[config.mk]
export PLATFORM = sky130hd
export DESIGN_NAME = cursor_controller
export DESIGN_NICKNAME = d
export VERILOG_FILES = /design/src/rtl/cursor_controller.sv
export SDC_FILE = /design/constraint.sdc
export NUM_CORES = 1
export LEC_CHECK = 0
export CAP_MARGIN = 5
export CELL_PAD_IN_SITES_DETAIL_PLACEMENT = 0
export CELL_PAD_IN_SITES_GLOBAL_PLACEMENT = 1
export CORE_MARGIN = 2
export CORE_UTILIZATION = 39
export DETAILED_ROUTE_END_ITERATION = 10
export GPL_ROUTABILITY_DRIVEN = 0
export GPL_TIMING_DRIVEN = 1
export HOLD_SLACK_MARGIN = 0.05
export PLACE_DENSITY_LB_ADDON = 0.1
export SLEW_MARGIN = 20
export SYNTH_ARGS = -nofsm -noshare
export SYNTH_HDL_FRONTEND = slang
export SYNTH_SLANG_ARGS = --single-unit
[constraint.sdc]
create_clock -name clk -period 2.05 [get_ports clk]
set_clock_uncertainty 0.05 [all_clocks]
set_input_delay 0.3075 -clock clk [delete_from_list [all_inputs] [get_ports clk]]
set_output_delay 0.3075 -clock clk [all_outputs]
set_load 0.05 [all_outputs]
[src/rtl/cursor_controller.sv]
// Cursor position register driven by held keys, with typematic auto-repeat on RIGHT/LEFT.
// Steps land at the press edge (count/moved registered); no backpressure, key_valid is level-held.
module cursor_controller #(
  parameter int         WIDTH        = 3,
  parameter int         MAX_POS      = 5,
  parameter int         WRAP         = 0,
  parameter logic [3:0] CODE_RIGHT   = 4'b1111,
  parameter logic [3:0] CODE_LEFT    = 4'b1101,
  parameter logic [3:0] CODE_HOME    = 4'b1110,
  parameter logic [3:0] CODE_END     = 4'b1100,
  parameter int         REPEAT_DELAY = 500,
  parameter int         REPEAT_RATE  = 100
) (
  input  logic             clk,
  input  logic             reset,
  input  logic             key_valid,
  input  logic [3:0]       key_code,
  input  logic             clear,
  output logic [WIDTH-1:0] count,
  output logic             at_min,
  output logic             at_max,
  output logic             moved
);

  localparam int TMAX = (REPEAT_DELAY > REPEAT_RATE) ? REPEAT_DELAY : REPEAT_RATE;
  localparam int TW   = $clog2(TMAX + 1);
  localparam logic [WIDTH:0] MAX_EXT  = (WIDTH+1)'(MAX_POS);
  localparam logic [TW-1:0]  DELAY_LD = TW'(REPEAT_DELAY - 1);
  localparam logic [TW-1:0]  RATE_LD  = TW'(REPEAT_RATE - 1);

  typedef enum logic [1:0] {IDLE, DELAY, REPEAT} state_t;

  state_t          state;
  logic [TW-1:0]   timer;
  logic [3:0]      code_q;
  logic            kv_q;
  logic            press;
  logic            rep_fire;
  logic [WIDTH:0]  count_ext;
  logic [WIDTH:0]  target;
  logic [WIDTH:0]  next_count;

  function automatic logic [WIDTH:0] step_pos(input logic [3:0] code, input logic [WIDTH:0] cur);
    step_pos = cur;
    if (code == CODE_RIGHT) begin
      if (cur >= MAX_EXT) step_pos = (WRAP != 0) ? '0 : MAX_EXT;
      else                step_pos = cur + 1'b1;
    end else if (code == CODE_LEFT) begin
      if (cur == '0) step_pos = (WRAP != 0) ? MAX_EXT : '0;
      else           step_pos = cur - 1'b1;
    end else if (code == CODE_HOME) begin
      step_pos = '0;
    end else if (code == CODE_END) begin
      step_pos = MAX_EXT;
    end
  endfunction

  assign count_ext = {1'b0, count};
  assign press     = key_valid & ~kv_q;
  assign at_min    = (count_ext == '0);
  assign at_max    = (count_ext == MAX_EXT);

  // A repeat step only fires while the same key is still held and the timer has run out.
  always_comb begin
    rep_fire = 1'b0;
    if (state != IDLE && key_valid && key_code == code_q && timer == '0)
      rep_fire = 1'b1;
    target     = step_pos(press ? key_code : code_q, count_ext);
    next_count = count_ext;
    if (clear)
      next_count = '0;
    else if (press || rep_fire)
      next_count = target;
  end

  always_ff @(posedge clk or negedge reset) begin
    if (!reset) begin
      count  <= '0;
      moved  <= 1'b0;
      state  <= IDLE;
      timer  <= '0;
      code_q <= '0;
      kv_q   <= 1'b1;
    end else begin
      kv_q  <= key_valid;
      count <= next_count[WIDTH-1:0];
      moved <= (next_count != count_ext);
      if (clear) begin
        state <= IDLE;
      end else begin
        case (state)
          IDLE: begin
            if (press && (key_code == CODE_RIGHT || key_code == CODE_LEFT)) begin
              state  <= DELAY;
              timer  <= DELAY_LD;
              code_q <= key_code;
            end
          end
          DELAY, REPEAT: begin
            if (!key_valid || key_code != code_q) begin
              state <= IDLE;
            end else if (timer == '0) begin
              state <= REPEAT;
              timer <= RATE_LD;
            end else begin
              timer <= timer - 1'b1;
            end
          end
          default: state <= IDLE;
        endcase
      end
    end
  end

endmodule
### After elaboration in Yosys (flattened, before gate mapping)

Index checks and enable logic that the tools add are counted.

* register bits: 20
* bits of input ports: 8
* word-level logic and storage cells: 65
* output and inout port bits: 6

* equality and inequality tests: 16
* $lt $le $gt $ge: 1
* bitwise logic cells: 3
* add/sub/neg operators: 3
* mux-type cells: 19
* reduce and logical (&&, ||, !) cells: 17

Operators by type and width (number)
* 4-bit two-way mux: 7
* 9-bit two-way mux: 3
* 4-bit == test, second input constant: 6
* 9-bit one-hot mux with 2 select lines: 1
* 9-bit logical NOT: 1
* 9-bit by 1-bit subtractor with 9-bit output, second input constant: 1
* 2-bit two-way mux: 4
* 3-bit two-way mux: 2
* 3-bit by 1-bit adder with 4-bit output, second input constant: 1
* 4-bit == test: 1
* 1-bit logical AND: 4
* 4-bit logical NOT: 1
* 2-bit inequality test, second input constant: 2
* 4-bit by 3-bit inequality test with 1-bit output: 1
* 4-bit inequality test: 1
* 4-bit inequality test, second input constant: 1
* 2-bit one-hot mux with 2 select lines: 1
* 4-bit AND reduction: 1
* 2-bit nonzero test: 2
* 3-bit by 1-bit subtractor with 4-bit output, second input constant: 1
* 3-bit == test, second input constant: 1
* 3-bit greater-or-equal comparator, second input constant: 1
* 1-bit logical OR: 3
* 3-bit inequality test, second input constant: 1
* 10 further kinds: 11

### Logic depth before layout (Yosys ltp)

* depth in word-level cells: 11
* depth in mapped cells: 8
* gate-level depth less buffers: 8

### Worst setup path before layout

OpenSTA, ideal clock, no wires.

* path type: flip-flop to flip-flop
* from: reg count[1]
* to: reg moved
* path buffers: 0
* stages on the path, launching flop included: 8
* path slack: -0.491 ns
* clock period less this slack: 2.541 ns
* data required time: 1.857 ns
* library setup time: 0.143 ns
* data arrival time: 2.348 ns
* cell sequence: dfrtp_1 -> inv_1 -> ha_1 -> ha_1 -> or2b_2 -> and3_1 -> a2111oi_0 -> a31oi_1

* word-level cells in the longest chain between the ends: 7
* elaborated cells on any way between the ends: 13
* those cells by class: add/sub (2); order compare (1); eq/ne (1); mux (8); reduce/logical (1)

Ends and longest elaborated chain
* from (decl): line 19 `output logic [WIDTH-1:0] count,`
* from (signal assigned): line 86 `count <= next_count[WIDTH-1:0];`
* 4-bit logical NOT
* via at_min: line 20 `output logic at_min,`
* 4-bit two-way mux: line 49 `if (cur == '0) step_pos = (WRAP != 0) ? MAX_EXT : '0;`
* 4-bit two-way mux: line 48 `end else if (code == CODE_LEFT) begin`
* 4-bit two-way mux: line 45 `if (code == CODE_RIGHT) begin`
* 4-bit two-way mux: line 72 `else if (press || rep_fire)`
* 4-bit two-way mux: line 70 `if (clear)`
* 4-bit by 3-bit inequality test with 1-bit output: line 87 `moved <= (next_count != count_ext);`
* to (signal assigned): line 87
* to (decl): line 22 `output logic moved`

The timed path passes the listed nets, and every way through them passes these cells.
A chain may end at the register's enable or synchronous reset.

### Worst setup path in the final report

* from: reg timer[5]
* to: reg count[0]

* word-level cells in the longest chain between the ends: 6

Ends and longest elaborated chain
* from (decl): line 34 `logic [TW-1:0] timer;`
* from (signal assigned): line 106 `timer <= timer - 1'b1;`
* 9-bit logical NOT: line 66 `if (state != IDLE && key_valid && key_code == code_q && timer == '0)`
* 1-bit logical AND: line 66
* 1-bit two-way mux: line 66
* 1-bit logical OR: line 72
* 4-bit two-way mux: line 72
* 4-bit two-way mux: line 70
* via next_count[0]: line 41 `logic [WIDTH:0] next_count;`

The timed path passes the listed nets, and every way through them passes these cells.

==> flow_metrics.env <==
export IMPL_global_route_overflow_total=0
export IMPL_core_um2=3606
export IMPL_nFillCells=316
export IMPL_switchingPower_mw=0.2872
export IMPL_synthesis_area_um2=1446
export IMPL_critPathCaptureType="register"
export IMPL_detail_route_drc_violations=0
export IMPL_final_layout_size_suffix_gt1_frac=0.3518
export IMPL_slew_limit_headroom=0.5206
export IMPL_drt_first_pass_iters=4
export IMPL_timing_final_hold_violations=0
export IMPL_area_of_all_placed_cells_without_fillers_um2=1976
export IMPL_route_detailed_wl_per_inst_um=14.24
export IMPL_worstSetupPathType="register to register"
export IMPL_synthTopCellsByArea="dfrtp_1, ha_1, o21ai_0, nor3_1, nand2_1"
export IMPL_post_drt_via_cell_ratio=5.389
export IMPL_post_synth_edffs=0
export IMPL_die_width_um=64.90
export IMPL_inserted_clock_buffers=3
export IMPL_finish_cell_count_without_fillers=247
export IMPL_port_buffers=13
export IMPL_ant_nets=0
export IMPL_cells_after_synthesis=152
export IMPL_max_cap_viol_count=0
export IMPL_setup_viol=3
export IMPL_clk_insertion_delay_late_ps=250
export IMPL_power_frac_clock=0.290
export IMPL_power_share_switching=0.2775
export IMPL_core_rowCount=22
export IMPL_setup_worst_path_start_class="register"
export IMPL_die_area_um2=4212
export IMPL_flow_area_growth_from_synthesis_pct=36.59
export IMPL_io_pins=14
export IMPL_setup_reg_to_reg_worst_slack_ps=-20
export IMPL_rsz0062_at_grt="true"
export IMPL_p_per_cell_area_nw_per_um2=523.9
export IMPL_grt_total_usage=0.1834
export IMPL_combPwrFrac=0.258
export IMPL_number_of_unique_standard_cell_types_used_by_synthesis=49
export IMPL_result_of_the_run="complete, but fails checks"
export IMPL_critPathCapture="count[0]"
export IMPL_worst_r2r_startpoint="timer[5]"
export IMPL_worstMarginPinSlew_ps=712.5
export IMPL_initialDrtViolationCount=68
export IMPL_yosysWarnings=0
export IMPL_dpl_cell_area_um2=1868
export IMPL_worst_ep_required_time_ps=2170
export IMPL_postLayoutSetupSlackWorst_ps=-18.00
export IMPL_first_global_vias=1363
export IMPL_cts_buffer_depth=2
export IMPL_crit_path_start="timer[5]"
export IMPL_htree_levels=1
export IMPL_ctsRootBufferMaster="clkbuf_8"
export IMPL_rr_worst_depth=6
export IMPL_cts_sink_count=20
export IMPL_seqPwrFrac=0.452
export IMPL_synth_seq_cells=20
export IMPL_grt_start_max_net_pins=21
export IMPL_post_route_min_period_ps=2068
export IMPL_initial_utilization=0.4011
export IMPL_die_height_um=64.90
export IMPL_hold_class="input port to asynchronous set/reset pin"
export IMPL_asyncSetResetFlopFracSynth=1.000
export IMPL_first_pass_grt_wire_length_um=6030
export IMPL_nNetsFinal=217
export IMPL_critical_path_arrival_ps=2190
export IMPL_vdd_ir_drop_worst_v=0.0002130
export IMPL_ff_to_ff_end="count[0]"
export IMPL_violations="negative setup slack"
export IMPL_antenna_cells=0
export IMPL_synth_nets=169
export IMPL_synth_largest_area_cell="dfrtp_1"
export IMPL_p_leak_nw=0.8280
export IMPL_p_int_mw=0.7478
export IMPL_vias=1331
export IMPL_cts_clk_slew_worst_paths_ps=80
export IMPL_dp_cells=240
export IMPL_post_synth_top_area_fraction=0.3287
export IMPL_period_utilization=1.009
export IMPL_routed_wirelength_um=3518
export IMPL_number_of_antenna_violations_at_the_first_check_in_global_routing=0
export IMPL_setup_tns_final_ps=-35.65
export IMPL_final_max_slew_violation_count=0
export IMPL_ys_seq_area_frac=0.3469
export IMPL_synthesis_area_per_instance_um2=9.516
export IMPL_cts_tree="yes"
export IMPL_dpl_hpwl_um=2776
export IMPL_postSynth_topFlopCell="dfrtp_1"
export IMPL_timing_critical_path_fanout_max=4
export IMPL_fmax_mhz=483.6
[worst max-delay path, cell delays in order, from the launching register on]
cell and delay (ps):
dfrtp_1 380, or4_4 560, nand4bb_4 220, or3_4 350
o21bai_4 170, a21oi_2 70, a211oi_2 180
[placed cells by master (no fill, tap or decap), types with 5 or more instances in the layout]
cell type | Yosys | final
clkdlybuf4s50_1 | 0 | 10
a21oi_1 | 6 | 5
nor2_1 | 9 | 9
buf_4 | 0 | 31
nand2_1 | 12 | 11
ha_1 | 9 | 7
o21ai_0 | 12 | 10
dfrtp_1 | 19 | 16
nor3_1 | 11 | 11
inv_1 | 11 | 9
[kinds of logic after synthesis]
| logic type | after synthesis | synth area share |
|---|---|---|
| buffers and inverters | 13 | 0.05882 |
| DFF | 20 | 0.3469 |
| AOI/OAI and AO/OA | 42 | 0.2059 |
| adders and majority gates | 9 | 0.07786 |
| and+or+nand+nor | 57 | 0.2353 |
| xor gates and xnor gates | 4 | 0.02423 |
| muxes | 7 | 0.05104 |
[state kept, by name, summed over array words and instances, names as in the netlist]
register	count
code_q	4
count	3
kv_q	1
moved	1
state	2
timer	9
[layout make-up]
class | instances | area [um2] | share of cell area
multi-input cells | 119 | 920.9 | 0.4661
flip-flops and latches | 20 | 505.5 | 0.2559
well taps | 48 | 60.06 | 0.03040
inverters | 11 | 41.29 | 0.02090
repair buffers | 45 | 392.9 | 0.1989
clock buffers | 4 | 55.05 | 0.02787
[timing repair]
item,in CTS,in global routing
pin swaps,2,1
gates resized for setup,4,6
hold buffers,0,0
cloned,0,0
endpoints found under the setup margin,6,14
buffers inserted,1,2
[how the worst min path moves through the flow]
stage / from / slack, ps / to / cells past startpoint
4_1_cts: reset / 350 / timer[5] / 2
3_5_place_dp: code_q[3] / 450 / code_q[3] / 1
2_1_floorplan: reset / -40 / code_q[0] / 0
5_1_grt: reset / 350 / timer[5] / 2
6_report: reset / 340 / count[1] / 2
3_3_place_gp: code_q[2] / 450 / code_q[2] / 1
[stage by stage]
| step | setup slack, ps | power [mW] | util | hold slack, ps |
|---|---|---|---|---|
| after floorplan | -43.52 | 0.6147 | - | -38.09 |
| after global placement | -271.7 | 0.7148 | 0.5180 | 450.0 |
| after detailed placement | -316.9 | 0.7230 | 0.5180 | 446.8 |
| after CTS | -23.62 | 1.035 | 0.5375 | 347.8 |
| after global routing | -104.1 | 1.097 | 0.5479 | 353.8 |
| final | -18.00 | 1.035 | 0.5479 | 342.6 |
[Yosys cell counts (all sizes together), types with 2 or more instances]
cell type,number
o21ai,12
or3,2
a221o,2
xor2,3
a211oi,2
or2,2
a31oi,4
inv,11
o31ai,4
ha,9
nand2b,3
dfrtp,19
mux2,3
nor3,11
a21oi,7
nand2,12
a21o,2
nor4,3
nand3,5
mux2i,4
nor2,9
[per-layer routing]
layer | wire length [um] | share of wire | GRT usage | up-vias
met5 | 0 | 0 | 0 | -
met1 | 1585 | 0.45 | 0.2117 | 650
met2 | 1820 | 0.52 | 0.3402 | 13
li1 | - | - | - | 664
met3 | 65 | 0.018 | 0.02257 | 4
met4 | 47 | 0.013 | 0.07181 | 0
[power groups by stage]
| stage | combinational (mW) | sequential (mW) | clock (mW) |
|---|---|---|---|
| final | 0.267 | 0.468 | 0.300 |
| after global routing | 0.296 | 0.472 | 0.329 |
| after CTS | 0.256 | 0.467 | 0.312 |
| after detailed placement | 0.249 | 0.474 | 0 |
| after global placement | 0.241 | 0.473 | 0 |
| after floorplan | 0.137 | 0.478 | 0 |
(Power assumes the default switching activity.)
